==> config.mk <==
export PLATFORM = sky130hd
export DESIGN_NAME = imem_loader
export DESIGN_NICKNAME = d
export VERILOG_FILES = /design/src/rtl/imem_loader.sv
export SDC_FILE = /design/constraint.sdc
export NUM_CORES = 1
export LEC_CHECK = 0
export BUFFER_PORTS_ARGS = -buffer_cell sky130_fd_sc_hd__buf_2
export CORE_MARGIN = 5
export CORE_UTILIZATION = 55
export CTS_CLUSTER_SIZE = 20
export DETAILED_ROUTE_END_ITERATION = 8
export PLACE_DENSITY = 0.85
export SETUP_SLACK_MARGIN = 0.2
export SLEW_MARGIN = 20
export SYNTH_ARGS = -nofsm -noshare
export SYNTH_HDL_FRONTEND = slang
export SYNTH_SLANG_ARGS = --single-unit
==> constraint.sdc <==
create_clock -name clk -period 5.3 [get_ports clk]
set_clock_uncertainty 0.1 [all_clocks]
set_input_delay 1.325 -clock clk [delete_from_list [all_inputs] [get_ports clk]]
set_output_delay 1.325 -clock clk [all_outputs]
set_load 0.03 [all_outputs]
==> src/rtl/imem_loader.sv <==
// imem_loader: streams a program into the 256-word instruction store over a
// valid/ready handshake. It stalls and kills the pipeline while loading, drains
// for FLUSH_CYCLES cycles, then redirects the PC to the load base address.
// Optional feature: define LOADER_CHECKSUM_EN to add the expected_sum port, a
// running modulo-2**32 sum of accepted words, and a HALT state on mismatch.
module imem_loader #(
    parameter int ADDR_W       = 8,
    parameter int DEPTH        = 256,
    parameter int FLUSH_CYCLES = 4
) (
    input  logic              clk,
    input  logic              clear,
    input  logic              start,
    input  logic [ADDR_W-1:0] base_addr,
    input  logic [ADDR_W:0]   length,
    input  logic              in_valid,
    input  logic [31:0]       in_data,
`ifdef LOADER_CHECKSUM_EN
    input  logic [31:0]       expected_sum,
`endif
    output logic              in_ready,
    output logic              mem_we,
    output logic [ADDR_W-1:0] mem_addr,
    output logic [31:0]       mem_wdata,
    output logic              cpu_stall,
    output logic              cpu_kill,
    output logic              redirect,
    output logic [31:0]       redirect_pc,
    output logic              busy,
    output logic              done,
    output logic              err
);

    typedef enum logic [1:0] {
        ST_IDLE  = 2'd0,
        ST_LOAD  = 2'd1,
        ST_FLUSH = 2'd2
`ifdef LOADER_CHECKSUM_EN
        , ST_HALT = 2'd3
`endif
    } state_t;

    localparam logic [ADDR_W+1:0] LP_DEPTH      = (ADDR_W+2)'(DEPTH);
    localparam logic [ADDR_W:0]   LP_REM_ONE    = (ADDR_W+1)'(1);
    localparam logic [ADDR_W-1:0] LP_ADDR_ONE   = (ADDR_W)'(1);
    localparam logic [3:0]        LP_FLUSH_LAST = 4'(FLUSH_CYCLES - 1);

    // State and counters
    state_t              r_state;
    state_t              w_state_next;
    logic [3:0]          r_flush_cnt;
    logic [3:0]          w_flush_cnt_next;
    logic [ADDR_W-1:0]   r_addr;
    logic [ADDR_W:0]     r_remaining;
    logic [ADDR_W-1:0]   r_base;

    // Decoded control
    logic                w_xfer;
    logic                w_last;
    logic [ADDR_W+1:0]   w_end;
    logic                w_start_ok;
    logic                w_accept;
    logic                w_finish;
    logic                w_err_next;
    logic                w_redirect_next;

    // Registered outputs
    logic                r_mem_we;
    logic [ADDR_W-1:0]   r_mem_addr;
    logic [31:0]         r_mem_wdata;
    logic                r_cpu_stall;
    logic                r_cpu_kill;
    logic                r_redirect;
    logic [31:0]         r_redirect_pc;
    logic                r_busy;
    logic                r_done;
    logic                r_err;

`ifdef LOADER_CHECKSUM_EN
    logic [31:0]         r_sum;
    logic [31:0]         r_expected;
    logic [31:0]         w_sum_next;
`endif

    assign in_ready    = (r_state == ST_LOAD);
    assign mem_we      = r_mem_we;
    assign mem_addr    = r_mem_addr;
    assign mem_wdata   = r_mem_wdata;
    assign cpu_stall   = r_cpu_stall;
    assign cpu_kill    = r_cpu_kill;
    assign redirect    = r_redirect;
    assign redirect_pc = r_redirect_pc;
    assign busy        = r_busy;
    assign done        = r_done;
    assign err         = r_err;

    // Next-state, handshake decode and start validation
    always_comb begin
        w_state_next     = r_state;
        w_flush_cnt_next = r_flush_cnt;
        w_accept         = 1'b0;
        w_finish         = 1'b0;
        w_err_next       = 1'b0;
        w_xfer           = (r_state == ST_LOAD) && in_valid;
        w_last           = w_xfer && (r_remaining == LP_REM_ONE);
        w_end            = {2'b00, base_addr} + {1'b0, length};
        w_start_ok       = (length != '0) && (w_end <= LP_DEPTH);
`ifdef LOADER_CHECKSUM_EN
        w_sum_next       = r_sum + (w_xfer ? in_data : '0);
`endif
        case (r_state)
            ST_IDLE: begin
                // The done cycle still belongs to the FLUSH exit, so a start
                // seen there is dropped and must be repeated a cycle later.
                if (start && !r_done) begin
                    if (w_start_ok) begin
                        w_accept     = 1'b1;
                        w_state_next = ST_LOAD;
                    end else begin
                        w_err_next   = 1'b1;
                    end
                end
            end
            ST_LOAD: begin
                if (w_last) begin
`ifdef LOADER_CHECKSUM_EN
                    if (w_sum_next != r_expected) begin
                        w_state_next = ST_HALT;
                        w_err_next   = 1'b1;
                    end else begin
`else
                    begin
`endif
                        w_state_next     = ST_FLUSH;
                        w_flush_cnt_next = LP_FLUSH_LAST;
                    end
                end
            end
            ST_FLUSH: begin
                if (r_flush_cnt == '0) begin
                    w_state_next = ST_IDLE;
                    w_finish     = 1'b1;
                end else begin
                    w_flush_cnt_next = r_flush_cnt - 4'd1;
                end
            end
`ifdef LOADER_CHECKSUM_EN
            ST_HALT: begin
                if (start) begin
                    if (w_start_ok) begin
                        w_accept     = 1'b1;
                        w_state_next = ST_LOAD;
                    end else begin
                        w_err_next   = 1'b1;
                    end
                end
            end
`endif
            default: begin
                w_state_next = ST_IDLE;
            end
        endcase
        // Registered redirect lands in the last FLUSH cycle.
        w_redirect_next = (w_state_next == ST_FLUSH) && (w_flush_cnt_next == '0);
    end

    // State register and drain counter
    always_ff @(posedge clk or posedge clear) begin
        if (clear) begin
            r_state     <= ST_IDLE;
            r_flush_cnt <= '0;
        end else begin
            r_state     <= w_state_next;
            r_flush_cnt <= w_flush_cnt_next;
        end
    end

    // Load counters, latched request and checksum accumulator
    always_ff @(posedge clk or posedge clear) begin
        if (clear) begin
            r_base      <= '0;
            r_addr      <= '0;
            r_remaining <= '0;
`ifdef LOADER_CHECKSUM_EN
            r_sum       <= '0;
            r_expected  <= '0;
`endif
        end else if (w_accept) begin
            r_base      <= base_addr;
            r_addr      <= base_addr;
            r_remaining <= length;
`ifdef LOADER_CHECKSUM_EN
            r_sum       <= '0;
            r_expected  <= expected_sum;
`endif
        end else if (w_xfer) begin
            r_remaining <= r_remaining - LP_REM_ONE;
            // Holding on the final word keeps a load ending at DEPTH-1 from wrapping.
            if (!w_last) begin
                r_addr  <= r_addr + LP_ADDR_ONE;
            end
`ifdef LOADER_CHECKSUM_EN
            r_sum       <= w_sum_next;
`endif
        end
    end

    // Registered outputs: write port, pipeline control and status pulses
    always_ff @(posedge clk or posedge clear) begin
        if (clear) begin
            r_mem_we      <= 1'b0;
            r_mem_addr    <= '0;
            r_mem_wdata   <= '0;
            r_cpu_stall   <= 1'b0;
            r_cpu_kill    <= 1'b0;
            r_redirect    <= 1'b0;
            r_redirect_pc <= '0;
            r_busy        <= 1'b0;
            r_done        <= 1'b0;
            r_err         <= 1'b0;
        end else begin
            r_mem_we <= w_xfer;
            if (w_xfer) begin
                r_mem_addr  <= r_addr;
                r_mem_wdata <= in_data;
            end
            r_cpu_stall   <= (w_state_next != ST_IDLE);
            r_cpu_kill    <= (w_state_next != ST_IDLE);
            r_busy        <= (w_state_next != ST_IDLE);
            r_redirect    <= w_redirect_next;
            r_redirect_pc <= w_redirect_next ? {{(32-ADDR_W){1'b0}}, r_base} : '0;
            r_done        <= w_finish;
            r_err         <= w_err_next;
        end
    end

endmodule

Word level (Yosys, flattened, before mapping)
Index checks and enable logic that the tools add are counted.
W data, S select, Z words.
- add/sub/neg operators: 4
- $lt $le $gt $ge: 1
- equal/unequal tests: 5
- muxes and demuxes: 22
- reduce and logical (&&, ||, !) cells: 13
- operators by type and width (cell ; count):
    $mux W8 ; 4
    $mux W9 ; 2
    $add A8 B9 Y10 ; 1
    $le A10 B9 Y1 const B ; 1
    $eq A9 B1 Y1 const B ; 1
    $reduce_bool A9 Y1 ; 1
    $sub A9 B1 Y9 const B ; 1
    $add A8 B1 Y8 const B ; 1
    $logic_not A4 Y1 ; 2
    $mux W1 ; 8
    $mux W2 ; 4
    $mux W4 ; 2
    $pmux W4 S2 ; 1
    $pmux W2 S3 ; 1
    $logic_and A1 B1 Y1 ; 5
    $eq A2 B2 Y1 const B ; 2
    $reduce_bool A2 Y1 ; 2
    $sub A4 B1 Y4 const B ; 1
    $eq A2 B1 Y1 const B ; 1
    $logic_not A2 Y1 ; 1
    $ne A2 B1 Y1 const B ; 1
    $reduce_and A2 Y1 ; 1
    $logic_not A1 Y1 ; 1
- register bits after elaboration: 84
- input port bits: 53
- output and inout bits: 80
- logic and storage cells: 58

Longest topological paths before layout
Gate-level depths: netlist of the first run.
- word-level depth: 9
- gate-level depth with buffers: 11

Worst setup path after synthesis of the first run
Ideal clock, no wire load.
- path type: input -> register
- from: in base_addr[5]
- to: reg r_base[0]
- library setup time: 0.125 ns
- data arrival time: 3.670 ns
- required time: 5.075 ns
- path slack: 1.405 ns
- stages: 9
- cell sequence: ha_1 a21oi_2 a21boi_1 or4_4 a2111oi_4 o22ai_2 nor2_4 buf_4 mux2_2
- longest elaborated chain between the ends: 6
- ends and longest elaborated chain (element ; RTL line ; RTL):
    start: declaration ; 14 ; input logic [ADDR_W-1:0] base_addr,
    $add A8 B9 Y10 ; 106 ; w_end = {2'b00, base_addr} + {1'b0, length};
    $le A10 B9 Y1 ; 107 ; w_start_ok = (length != '0) && (w_end <= LP_DEPTH);
    $logic_and A1 B1 Y1 ; 107 ;
    $mux W1 ; 116 ; if (w_start_ok) begin
    $mux W1 ; 115 ; if (start && !r_done) begin
    $mux W1 ; 111 ; case (r_state)
    end signal: assignment ; 189 ; r_base <= base_addr;
    end: declaration ; 55 ; logic [ADDR_W-1:0] r_base;
No other way between the ends.
A chain may end at the register's enable or synchronous reset.

Worst setup path after layout of the first run
- from: in base_addr[2]
- to: reg r_base[1]
Same word-level chain as after synthesis.

==> results of run 1 <==
==> Yosys cell counts, types with 6 or more instances <==
library cell | number | share of area
sky130_fd_sc_hd__nand2_1 | 27 | 0.024
sky130_fd_sc_hd__inv_1 | 14 | 0.012
sky130_fd_sc_hd__nor3_1 | 16 | 0.019
sky130_fd_sc_hd__mux2_2 | 50 | 0.13
sky130_fd_sc_hd__nor2_1 | 7 | 0.0061
sky130_fd_sc_hd__a21oi_1 | 15 | 0.018
sky130_fd_sc_hd__xnor2_1 | 15 | 0.031
sky130_fd_sc_hd__nand3_1 | 8 | 0.0093
sky130_fd_sc_hd__ha_1 | 16 | 0.047
sky130_fd_sc_hd__mux2_4 | 7 | 0.025
sky130_fd_sc_hd__buf_4 | 27 | 0.047
sky130_fd_sc_hd__o21ai_0 | 6 | 0.0070
sky130_fd_sc_hd__dfrtp_1 | 84 | 0.49
sky130_fd_sc_hd__clkbuf_1 | 6 | 0.0053
sky130_fd_sc_hd__nor4_1 | 9 | 0.013
==> report_power, final <==
| group | leakage, nW | internal, mW | switching (mW) | total, mW |
|---|---|---|---|---|
| Combinational | 1.28 | 0.487 | 0.757 | 1.24 |
| Sequential | 1.02 | 0.906 | 0.163 | 1.07 |
| Clock | 0.0895 | 0.221 | 0.229 | 0.450 |
| Total | 2.40 | 1.61 | 1.15 | 2.76 |
==> worst register-to-register path: stages, from the launching register on <==
cell	delay [ps]
sky130_fd_sc_hd__dfrtp_1	430
sky130_fd_sc_hd__or4_1	610
sky130_fd_sc_hd__and4bb_2	420
sky130_fd_sc_hd__nor2_1	60
sky130_fd_sc_hd__o31ai_1	480
sky130_fd_sc_hd__clkinv_1	380
sky130_fd_sc_hd__nor4b_1	350
==> state kept, by name, indices dropped and copies added (netlist names) <==
signal and flops:
mem_wdata 32, r_remaining 9, mem_addr 8, r_addr 8, r_base 8, redirect_pc 8
r_flush_cnt 4, r_state 2, busy 1, done 1, err 1, mem_we 1
redirect 1
==> metal layers <==
| metal | GRT usage | vias up | part of all wire |
|---|---|---|---|
| li1 | - | 1472 | - |
| met1 | 0.2342 | 1479 | 0.42 |
| met2 | 0.3359 | 108 | 0.49 |
| met3 | 0.05000 | 14 | 0.070 |
| met4 | 0.07668 | 0 | 0.016 |
| met5 | 0 | - | 0 |
==> cells by family (layout without fill, tap and decap cells) <==
group           after synthesis  after routing  share of synthesized area
compound gates               44             44                    0.07239
flops                        84             84                     0.4904
xor+xnor                     16             16                    0.03269
other cells                   1             24                  0.0008748
fa+ha+maj                    17             17                    0.05137
buf+inv                      51            144                    0.07180
mux                          58             58                     0.1582
simple gates                 95             95                     0.1223
==> layout by cell type, fill, tap and decap left out, types with 2 or more instances in the layout <==
cell / synthesis / layout
sky130_fd_sc_hd__buf_2: 0 / 108
sky130_fd_sc_hd__dfrtp_1: 84 / 84
sky130_fd_sc_hd__mux2_2: 50 / 50
sky130_fd_sc_hd__nand2_1: 27 / 27
sky130_fd_sc_hd__conb_1: 1 / 24
sky130_fd_sc_hd__nor3_1: 16 / 16
sky130_fd_sc_hd__ha_1: 16 / 16
sky130_fd_sc_hd__a21oi_1: 15 / 15
sky130_fd_sc_hd__xnor2_1: 15 / 15
sky130_fd_sc_hd__inv_1: 14 / 13
sky130_fd_sc_hd__nor4_1: 9 / 9
sky130_fd_sc_hd__clkbuf_8: 0 / 9
sky130_fd_sc_hd__nand3_1: 8 / 8
sky130_fd_sc_hd__nor2_1: 7 / 7
sky130_fd_sc_hd__mux2_4: 7 / 7
sky130_fd_sc_hd__o21ai_0: 6 / 6
sky130_fd_sc_hd__nor2b_1: 4 / 4
sky130_fd_sc_hd__nand4_1: 4 / 4
sky130_fd_sc_hd__o31ai_1: 4 / 4
sky130_fd_sc_hd__a31oi_1: 4 / 4
sky130_fd_sc_hd__buf_4: 27 / 4
sky130_fd_sc_hd__or4_1: 3 / 3
sky130_fd_sc_hd__nand2b_1: 3 / 3
sky130_fd_sc_hd__clkinvlp_4: 0 / 3
sky130_fd_sc_hd__clkinv_1: 2 / 2
sky130_fd_sc_hd__o31a_1: 2 / 2
sky130_fd_sc_hd__nor3b_1: 2 / 2
sky130_fd_sc_hd__and2_1: 2 / 2
sky130_fd_sc_hd__inv_6: 0 / 2
==> how the worst max path moves through the flow <==
stage | start | end | slack [ps] | cells past startpoint
6_report | base_addr[2] | r_base[1]$_DFFE_PP0P_ | 1310 | 10
5_1_grt | base_addr[2] | busy$_DFF_PP0_ | 1170 | 10
4_1_cts | base_addr[2] | r_base[1]$_DFFE_PP0P_ | 1330 | 10
3_5_place_dp | base_addr[2] | busy$_DFF_PP0_ | 960 | 10
3_3_place_gp | base_addr[2] | r_base[6]$_DFFE_PP0P_ | 1010 | 10
2_1_floorplan | base_addr[5] | r_base[0]$_DFFE_PP0P_ | 1410 | 9
==> area by class of cell <==
type / count / area (µm²)
Fill cell: 565 / 2625
Tap cell: 102 / 127.6
Multi-Input combinational cell: 254 / 1963
Sequential cell: 84 / 2102
Clock buffer: 10 / 127.6
Timing Repair Buffer: 112 / 570.5
Inverter: 16 / 61.31
Clock inverter: 6 / 70.07
==> per-stage QoR <==
stage / hold slack [ps] / utilization / power [mW] / instance area (µm²) / setup slack (ps)
after global routing: 422.4 / 0.6567 / 2.928 / 5022 / 1168
after CTS: 409.2 / 0.6567 / 2.783 / 5022 / 1335
after floorplan: 376.6 / - / 1.995 / 4373 / 1405
final: 403.2 / 0.6567 / 2.763 / 5022 / 1311
after detailed placement: 390.6 / 0.6309 / 2.323 / 4825 / 957.1
after global placement: 382.9 / 0.6309 / 2.267 / 4825 / 1010
==> impl_summary.txt, run 1 <==
----------------------------------------------------
[Run status]
  Run status ... complete, no violations

[Timing]
  Slew at the pin with the worst max-slew slack ... 738.2 ps
  Time the final worst path needs with I/O delays and setup ... 3989 ps
  Timing-limited maximum frequency ... 250.7 MHz
  Total negative slack ... 0 ps
  Final hold viol count ... 0
  Fin crit share ... 0.7527
  Final setup violation count ... 0
  Max Slew Vio Count ... 0
  RSZ-0062 raised after global routing ... false
  Worst slew margin relative to its limit ... 0.5079

[Routing]
  Post-Route WL ... 9481 µm
  Number of vias per cell ... 5.262
  Antenna Nets Post-Route ... 0
  TritonRoute pass-1 iters ... 4
  Via count of the routed design ... 3073
  DRC violations left ... 0
  Number of design-rule violations left by the first detailed-router iteration ... 106
  Routed length per placed instance ... 16.23 µm

[Clocking]
  Number of sinks driven by the clock tree ... 84
  Root Buffer Master ... sky130_fd_sc_hd__clkbuf_8
  Htree depth ... 3
  Hold buffers post-CTS ... 0
  CTS tree ... yes
  Number of buffers created by CTS ... 9
  Clock transition at path regs ... 80 ps
  Post-CTS Setup Repair Bufs ... 0
  Clock latency on the worst-skew pair ... 350 ps
  Post-cts sizing count ... 0
  Worst-case clock buffer depth ... 2

[Final layout]
  Layout cell share with drive strength beyond 1 ... 0.4004
  Area added between synthesis and finish ... 17.16%
  Fin nets ... 547
  Non-Filler Instances ... 584
  Antenna diode count ... 0

[Critical path]
  Critical path class ... in -> reg
  Launching element type of the critical path ... primary input
  Kind of capture point of the worst setup path ... flip-flop
  Peak per-stage delay on the critical path ... 440 ps
  R2R Setup Slk ... 2380 ps
  Critical Path RT ... 5440 ps
  Worst Path Buf+Inv ... 2
  Worst path cell trace ... buf_2 > ha_1 > a21oi_1 > a21oi_1 > or4_4 > a2111oi_4 > o22ai_2 > buf_4 > nor2_4 > mux2_2
  Crit path max-delay family ... compound AO/OA/AOI/OAI gates
  Highest fanout seen on the critical path ... 17
  Critical path data arrival time ... 4120 ps
  Crit-path most repeated cell ... sky130_fd_sc_hd__a21oi_1
  Worst-case reg-to-reg path depth ... 6
  Slowest cell on the critical path ... sky130_fd_sc_hd__or4_4
  Capturing point of the worst reg2reg path ... redirect$_DFF_PP0_
  RR Startpoint ... r_remaining[3]$_DFFE_PP0P_

[Synthesis]
  Post-synthesis average cell area ... 11.71 µm²
  Unique cell type count in the Yosys netlist ... 53
  Number of enable flip-flop cells after synthesis ... 0
  Synthesized instance count ... 366
  Synth Register Bits ... 84
  Portion of the post-synthesis area used by sequential elements ... 0.4904
  Proportion of register bits with asynchronous set or reset after synthesis ... 1.000
  Yosys Warn Count ... 0
  Synthesized cell area ... 4287 µm²
  Primary FF master, synth ... sky130_fd_sc_hd__dfrtp_1

[Die]
  Die area ... 9659 µm²
  Core Area ... 7647 µm²
  Initial core utilization ... 0.5605
  Total number of placement rows ... 32
  DIE WIDTH ... 98.28 µm
  Number of top-level pins ... 133
  Vert. Die Dim ... 98.28 µm

[Pwr]
  Leakage power figure ... 2.396 nW
  Peak supply drop ... 0.2109 mV
  Ratio of total power to cell area ... 550.1 nW/µm²

[Flow run]
  Max-cap violation count ... 0

[Placed design]
  GPL Wtd Cong ... 0.8877
  Quantity of I/O buffers inserted on ports ... 108
  Post-detailed-placement half-perimeter wirelength ... 7268 µm
  Dpl cells ... 568

[Global route]
  Grt ovf ... 0
  Pin count of the biggest net entering global routing ... 45
  Wire length of the first global-routing pass ... 15170 µm
  Vias in the first global route ... 3122
  Number of antenna violations at the first check in global routing ... 0
  Tot GR Track Use ... 0.1953

[Min path]
  Startpoint of the most critical hold path ... mem_wdata[25]$_DFFE_PP0P_
  Count of cells along the worst hold path ... 1
  Path class of the lowest-slack min-delay path ... reg -> reg
  Hold path endpoint ... mem_wdata[25]$_DFFE_PP0P_

----------------------------------------------------
Note: power is estimated with default switching activity, not from simulation.
==> run 2, diff against run 1 <==
--- a/config.mk
+++ b/config.mk
@@ -7,10 +7,10 @@
 export LEC_CHECK = 0
 export BUFFER_PORTS_ARGS = -buffer_cell sky130_fd_sc_hd__buf_2
 export CORE_MARGIN = 5
-export CORE_UTILIZATION = 55
+export CORE_UTILIZATION = 51
 export CTS_CLUSTER_SIZE = 20
 export DETAILED_ROUTE_END_ITERATION = 8
-export PLACE_DENSITY = 0.85
+export PLACE_DENSITY = 0.8
 export SETUP_SLACK_MARGIN = 0.2
 export SLEW_MARGIN = 20
 export SYNTH_ARGS = -nofsm -noshare
==> constraint.sdc (replaced) <==
create_clock -name clk -period 3.9 [get_ports clk]
set_clock_uncertainty 0.1 [all_clocks]
set_input_delay 0.975 -clock clk [delete_from_list [all_inputs] [get_ports clk]]
set_output_delay 0.975 -clock clk [all_outputs]
set_load 0.03 [all_outputs]
==> run 2 against run 1 <==
- non-clock buffer count grew 5
- via count decreased by 0.75%
- worst setup slack got worse by 900 ps
- clock power is 26% higher
- combinational power increased by 35%
- cell count grew 1.4%
- die area rose by 7.0%
- final area is 0.60% higher
- count of clock-buffer cells in the layout decreased by 1
- wire length decreased by 3.3%
- largest cell class unchanged
==> impl_summary.txt, run 2 (synthesized netlist as in run 1, its figures left out) <==
----------------------------------------------------
[Final layout]
  Layout cell share with drive strength beyond 1 ... 0.4107 (was 0.4004)
  Number of flip-flops in the largest register ... 32 (unchanged)
  Non-Filler Instances ... 592 (was 584)
  Commonest non-fill, non-tap cells in the layout ... sky130_fd_sc_hd__buf_2, sky130_fd_sc_hd__dfrtp_1, sky130_fd_sc_hd__mux2_2 (unchanged)
  Antenna diode count ... 0 (unchanged)
  Fin nets ... 552 (was 547)
  Area added between synthesis and finish ... 17.86% (was 17.16%)
  Most common library cell in the layout ignoring fill and taps ... sky130_fd_sc_hd__buf_2 (unchanged)
  Post-route design area ... 5052 µm² (was 5022 µm²)

[Flow run]
  Max-cap violation count ... 0 (unchanged)

[Die]
  Core Area ... 8217 µm² (was 7647 µm²)
  Vert. Die Dim ... 101.7 µm (was 98.28 µm)
  DIE WIDTH ... 101.7 µm (was 98.28 µm)
  Initial core utilization ... 0.5217 (was 0.5605)
  Number of top-level pins ... 133 (unchanged)
  Die area ... 10340 µm² (was 9659 µm²)
  Total number of placement rows ... 33 (was 32)

[Placed design]
  Quantity of I/O buffers inserted on ports ... 108 (unchanged)
  Cell area reported after detailed placement ... 4866 µm² (was 4825 µm²)
  Dpl cells ... 576 (was 568)
  GPL Wtd Cong ... 0.8562 (was 0.8877)
  Post-detailed-placement half-perimeter wirelength ... 7411 µm (was 7268 µm)
  Worst slack at placement ... 15.59 ps (was 957.1 ps)

[Clocking]
  Post-cts sizing count ... 0 (unchanged)
  Worst-case clock buffer depth ... 2 (unchanged)
  Clock latency on the worst-skew pair ... 350 ps (about the same)
  Post-CTS Setup Repair Bufs ... 0 (unchanged)
  Number of sinks driven by the clock tree ... 84 (unchanged)
  Htree depth ... 3 (unchanged)
  Root Buffer Master ... sky130_fd_sc_hd__clkbuf_8 (unchanged)
  Hold buffers post-CTS ... 0 (unchanged)
  Clock transition at path regs ... 80 ps (about the same)
  Number of buffers created by CTS ... 9 (unchanged)
  CTS tree ... yes (unchanged)

[Global route]
  Vias in the first global route ... 3184 (was 3122)
  Grt ovf ... 0 (unchanged)
  Tot GR Track Use ... 0.1849 (was 0.1953)
  Number of antenna violations at the first check in global routing ... 0 (unchanged)
  Pin count of the biggest net entering global routing ... 32 (was 45)
  Wire length of the first global-routing pass ... 14970 µm (was 15170 µm)

[Pwr]
  Ratio of total power to cell area ... 731.6 nW/µm² (was 550.1 nW/µm²)
  Peak supply drop ... 0.2306 mV (was 0.2109 mV)
  Leakage power figure ... 2.423 nW (was 2.396 nW)

[Critical path]
  Critical Path RT ... 4030 ps (was 5440 ps)
  Setup crit start ... base_addr[0] (was base_addr[2])
  Capturing point of the worst reg2reg path ... redirect_pc[6]$_DFF_PP0_ (was redirect$_DFF_PP0_)
  Critical path data arrival time ... 3620 ps (was 4120 ps)
  Kind of capture point of the worst setup path ... flip-flop (unchanged)
  Critical path class ... in -> reg (unchanged)
  Worst-case reg-to-reg path depth ... 6 (unchanged)
  Launching element type of the critical path ... primary input (unchanged)
  RR Startpoint ... r_remaining[3]$_DFFE_PP0P_ (unchanged)
  R2R Setup Slk ... 1040 ps (was 2380 ps)
  Highest fanout seen on the critical path ... 10 (was 17)
  Worst setup path endpoint ... r_addr[1]$_DFFE_PP0P_ (was r_base[1]$_DFFE_PP0P_)

[Timing]
  Worst setup slack after layout ... 410.5 ps (was 1311 ps)
  Final setup violation count ... 0 (unchanged)
  Slew at the pin with the worst max-slew slack ... 606.8 ps (was 738.2 ps)
  Fin crit share ... 0.8947
  RSZ-0062 raised after global routing ... false (unchanged)
  Final hold viol count ... 0 (unchanged)
  Total negative slack ... 0 ps (unchanged)
  Time the final worst path needs with I/O delays and setup ... 3490 ps
  Max Slew Vio Count ... 0 (unchanged)
  Timing-limited maximum frequency ... 286.6 MHz
  Worst slew margin relative to its limit ... 0.5929 (was 0.5079)

[Routing]
  TritonRoute pass-1 iters ... 4 (unchanged)
  Antenna Nets Post-Route ... 0 (unchanged)
  Number of design-rule violations left by the first detailed-router iteration ... 75 (was 106)
  Post-Route WL ... 9165 µm (was 9481 µm)
  DRC violations left ... 0 (unchanged)
  Number of vias per cell ... 5.152 (was 5.262)
  Routed length per placed instance ... 15.48 µm (was 16.23 µm)
  Via count of the routed design ... 3050 (was 3073)

[Run status]
  Run status ... complete, no violations (unchanged)

[Min path]
  Path class of the lowest-slack min-delay path ... reg -> reg (unchanged)

----------------------------------------------------
==> run 2: changes by cell type in the layout (fill, tap and decap cells not counted), sizes merged <==
| cell | change |
|---|---|
| bufinv | -1 |
| buf | +5 |
| clkinvlp | -2 |
| clkbuf | -1 |
| clkinv | +2 |
| inv | +2 |
==> run 2: routing by layer <==
layer	GRT usage	wire length, µm	up-vias
met5	0	0	-
met4	0.05828	117	0
met3	0.03444	822	8
met2	0.3104	4453	123
met1	0.2433	3771	1435
li1	-	-	1484
==> run 2: cell type report <==
type / instances / area, µm²
Fill cell: 678 / 3164
Inverter: 16 / 61.31
Tap cell: 105 / 131.4
Clock buffer: 9 / 123.9
Multi-Input combinational cell: 254 / 1967
Clock inverter: 7 / 58.81
Timing Repair Buffer: 117 / 608.1
Sequential cell: 84 / 2102
==> run 2: through the flow <==
stage / hold slack [ps] / util / total power [mW]
global placement: 384.5 / 0.5922 / 3.108
floorplan: 376.6 / - / 2.712
finish: 403.9 / 0.6149 / 3.696
CTS: 406.3 / 0.6144 / 3.746
global route: 422.9 / 0.6149 / 3.942
detailed placement: 389.4 / 0.5922 / 3.170
==> run 2: critical path, stage by stage <==
cell,delay (ps)
sky130_fd_sc_hd__buf_2,120
sky130_fd_sc_hd__ha_1,220
sky130_fd_sc_hd__fa_1,400
sky130_fd_sc_hd__a21oi_1,230
sky130_fd_sc_hd__o211a_1,250
sky130_fd_sc_hd__xnor2_1,110
sky130_fd_sc_hd__a2111oi_4,340
sky130_fd_sc_hd__o22ai_2,200
sky130_fd_sc_hd__or2_1,270
sky130_fd_sc_hd__buf_4,190
sky130_fd_sc_hd__mux2_4,300
==> run 2: worst min-delay path by stage <==
| stage | slack [ps] | from | end | cells after the start |
|---|---|---|---|---|
| global route | 420 | mem_wdata[8]$_DFFE_PP0P_ | mem_wdata[8]$_DFFE_PP0P_ | 1 |
| global placement | 380 | mem_wdata[25]$_DFFE_PP0P_ | mem_wdata[25]$_DFFE_PP0P_ | 1 |
| floorplan | 380 | r_base[0]$_DFFE_PP0P_ | redirect_pc[0]$_DFF_PP0_ | 2 |
| finish | 400 | mem_wdata[8]$_DFFE_PP0P_ | mem_wdata[8]$_DFFE_PP0P_ | 1 |
| detailed placement | 390 | mem_wdata[8]$_DFFE_PP0P_ | mem_wdata[8]$_DFFE_PP0P_ | 1 |
| CTS | 410 | r_base[7]$_DFFE_PP0P_ | redirect_pc[7]$_DFF_PP0_ | 2 |
==> run 2: report_power, final <==
group / switching [mW] / internal (mW)
logic: 1.01 / 0.667
clock network: 0.324 / 0.242
registers: 0.220 / 1.23
total: 1.56 / 2.14
==> run 3, diff against run 2 <==
--- a/config.mk
+++ b/config.mk
@@ -10,6 +10,7 @@
 export CORE_UTILIZATION = 51
 export CTS_CLUSTER_SIZE = 20
 export DETAILED_ROUTE_END_ITERATION = 8
+export MAX_ROUTING_LAYER = met4
 export PLACE_DENSITY = 0.8
 export SETUP_SLACK_MARGIN = 0.2
 export SLEW_MARGIN = 20
==> run 3 against run 2 <==
- utilization up 0.20 points
- fmax is 0.66% higher
- combinational power about the same
- hold slack is essentially flat
- via count grew 2.0%
- wire length is 1.9% higher
- critical path depth shrank 1
- sequential power is essentially flat
- clock power up 0.7%
- count of clock-buffer cells in the layout unchanged
- sequential share of layout area fell by 0.13 points
==> impl_summary.txt, run 3 (synthesized netlist as in run 1, its figures left out) <==
----------------------------------------------------
[Clocking]
  Clock latency on the worst-skew pair ... 350 ps (about the same)
  Worst-case clock buffer depth ... 2 (unchanged)
  Hold buffers post-CTS ... 0 (unchanged)
  Post-cts sizing count ... 0 (unchanged)
  Htree depth ... 3 (unchanged)
  Number of buffers created by CTS ... 9 (unchanged)
  Number of sinks driven by the clock tree ... 84 (unchanged)
  Root Buffer Master ... sky130_fd_sc_hd__clkbuf_8 (unchanged)
  Clock transition at path regs ... 90 ps (was 80 ps)
  Post-CTS Setup Repair Bufs ... 0 (unchanged)
  CTS tree ... yes (unchanged)

[Global route]
  Vias in the first global route ... 3118 (was 3184)
  Wire length of the first global-routing pass ... 14860 µm (was 14970 µm)
  Grt ovf ... 0 (unchanged)
  Tot GR Track Use ... 0.1888 (was 0.1849)
  Number of antenna violations at the first check in global routing ... 0 (unchanged)
  Pin count of the biggest net entering global routing ... 46 (was 32)

[Timing]
  Fin crit share ... 0.8889 (was 0.8947)
  RSZ-0062 raised after global routing ... false (unchanged)
  Final setup violation count ... 0 (unchanged)
  Worst slew margin relative to its limit ... 0.4892 (was 0.5929)
  Fin Hold WS ... 404.0 ps (was 403.9 ps)
  Final hold viol count ... 0 (unchanged)
  Timing-limited maximum frequency ... 288.5 MHz (was 286.6 MHz)
  Slew at the pin with the worst max-slew slack ... 766.1 ps (was 606.8 ps)
  Total negative slack ... 0 ps (unchanged)
  Max Slew Vio Count ... 0 (unchanged)
  Time the final worst path needs with I/O delays and setup ... 3467 ps (was 3490 ps)

[Routing]
  Number of design-rule violations left by the first detailed-router iteration ... 113 (was 75)
  DRC violations left ... 0 (unchanged)
  Number of vias per cell ... 5.237 (was 5.152)
  Post-Route WL ... 9335 µm (was 9165 µm)
  TritonRoute pass-1 iters ... 4 (unchanged)
  Via count of the routed design ... 3111 (was 3050)
  Routed length per placed instance ... 15.72 µm (was 15.48 µm)
  Antenna Nets Post-Route ... 0 (unchanged)

[Die]
  Vert. Die Dim ... 101.7 µm (unchanged)
  Core Area ... 8217 µm² (unchanged)
  DIE WIDTH ... 101.7 µm (unchanged)
  Initial core utilization ... 0.5217 (unchanged)
  Total number of placement rows ... 33 (unchanged)
  Number of top-level pins ... 133 (unchanged)
  Die area ... 10340 µm² (unchanged)

[Min path]
  Startpoint of the most critical hold path ... r_base[6]$_DFFE_PP0P_ (was mem_wdata[8]$_DFFE_PP0P_)
  Count of cells along the worst hold path ... 2 (was 1)
  Hold path endpoint ... redirect_pc[6]$_DFF_PP0_ (was mem_wdata[8]$_DFFE_PP0P_)
  Path class of the lowest-slack min-delay path ... reg -> reg (unchanged)

[Critical path]
  Slowest cell on the critical path ... sky130_fd_sc_hd__or4_4 (was sky130_fd_sc_hd__fa_1)
  Critical path data arrival time ... 3610 ps (was 3620 ps)
  Highest fanout seen on the critical path ... 10 (unchanged)
  Worst path cell trace ... buf_2 > ha_1 > a21oi_2 > a21boi_1 > or4_4 > a2111oi_4 > o22ai_2 > or2_1 > buf_4 > mux2_4 (was buf_2 > ha_1 > fa_1 > a21oi_1 > o211a_1 > xnor2_1 > a2111oi_4 > o22ai_2 > or2_1 > buf_4 > mux2_4)
  Launching element type of the critical path ... primary input (unchanged)
  Kind of capture point of the worst setup path ... flip-flop (unchanged)
  Critical path class ... in -> reg (unchanged)
  R2R Setup Slk ... 1040 ps (about the same)
  Worst-case reg-to-reg path depth ... 6 (unchanged)
  Critical Path RT ... 4040 ps (was 4030 ps)
  Peak per-stage delay on the critical path ... 500 ps (was 400 ps)
  Capturing point of the worst reg2reg path ... redirect_pc[3]$_DFF_PP0_ (was redirect_pc[6]$_DFF_PP0_)
  RR Startpoint ... r_remaining[3]$_DFFE_PP0P_ (unchanged)

[Final layout]
  Non-Filler Instances ... 594 (was 592)
  Area added between synthesis and finish ... 18.24% (was 17.86%)
  Commonest non-fill, non-tap cells in the layout ... sky130_fd_sc_hd__buf_2, sky130_fd_sc_hd__dfrtp_1, sky130_fd_sc_hd__mux2_2 (unchanged)
  Most common library cell in the layout ignoring fill and taps ... sky130_fd_sc_hd__buf_2 (unchanged)
  Number of filler cells placed in the layout ... 687 (was 678)
  Register Area ... 2102 µm² (unchanged)
  Combined area of the multi-input logic cells ... 1963 µm² (was 1967 µm²)
  Number of flip-flops in the largest register ... 32 (unchanged)
  Fin nets ... 554 (was 552)
  Layout cell share with drive strength beyond 1 ... 0.4110 (was 0.4107)
  Antenna diode count ... 0 (unchanged)

[Placed design]
  GPL Wtd Cong ... 0.8617 (was 0.8562)
  Post-detailed-placement half-perimeter wirelength ... 7341 µm (was 7411 µm)
  Dpl cells ... 578 (was 576)
  Quantity of I/O buffers inserted on ports ... 108 (unchanged)

[Pwr]
  Leakage power figure ... 2.433 nW (was 2.423 nW)
  Peak supply drop ... 0.2608 mV (was 0.2306 mV)
  Ratio of total power to cell area ... 732.2 nW/µm² (was 731.6 nW/µm²)

[Flow run]
  Max-cap violation count ... 0 (unchanged)

[Run status]
  Run status ... complete, no violations (unchanged)

----------------------------------------------------
## run 3: changes by cell type in the layout (fill, tap and decap cells not counted), sizes merged
cell and delta:
clkinv +3, inv -3, buf +2
## run 3: worst max-delay path by stage
stage            startpoint                    end  cells past startpoint
2_1_floorplan  base_addr[5]  r_base[0]$_DFFE_PP0P_                      9
3_3_place_gp   base_addr[5]  r_addr[6]$_DFFE_PP0P_                     10
3_5_place_dp   base_addr[2]  r_addr[3]$_DFFE_PP0P_                     10
4_1_cts        base_addr[5]  r_addr[3]$_DFFE_PP0P_                     10
5_1_grt        base_addr[5]  r_addr[3]$_DFFE_PP0P_                     10
6_report       base_addr[5]  r_addr[3]$_DFFE_PP0P_                     10
## run 3: through the flow
| step | utilization | instance area, µm² | power, mW | setup slack [ps] |
|---|---|---|---|---|
| 4_1_cts | 0.6169 | 5069 | 3.752 | 451.5 |
| 3_3_place_gp | 0.5940 | 4881 | 3.112 | 86.67 |
| 6_report | 0.6169 | 5069 | 3.711 | 433.3 |
| 3_5_place_dp | 0.5940 | 4881 | 3.169 | 63.05 |
| 2_1_floorplan | - | 4373 | 2.712 | 355.1 |
| 5_1_grt | 0.6169 | 5069 | 3.947 | 336.2 |
## run 3: routing by layer
metal,global-route usage,vias up,share of wire
met5,-,-,0
li1,-,1490,-
met1,0.2382,1499,0.43
met3,0.03444,8,0.085
met2,0.3099,114,0.48
met4,0.05828,0,0.0091
## run 3: critical path: cells and delay by family
kind / cells / cell delay, ps
AOI/OAI and AO/OA: 4 / 870
adders and majority gates: 1 / 390
muxes: 1 / 300
and+or+nand+nor: 2 / 760
buffers and inverters: 2 / 310
## run 3: area by class of cell
class                   count  area share
flip-flops and latches     84      0.4147
multi-input cells         254      0.3873
repair buffers            119      0.1229
well taps                 105     0.02592
clock buffers               9     0.02444
clock inverters             7     0.01259
inverters                  16     0.01210
## run 3: power breakdown
group | internal [mW] | total [mW] | switching [mW]
clock network | 0.241 | 0.570 | 0.329
registers | 1.23 | 1.44 | 0.214
logic | 0.673 | 1.70 | 1.02
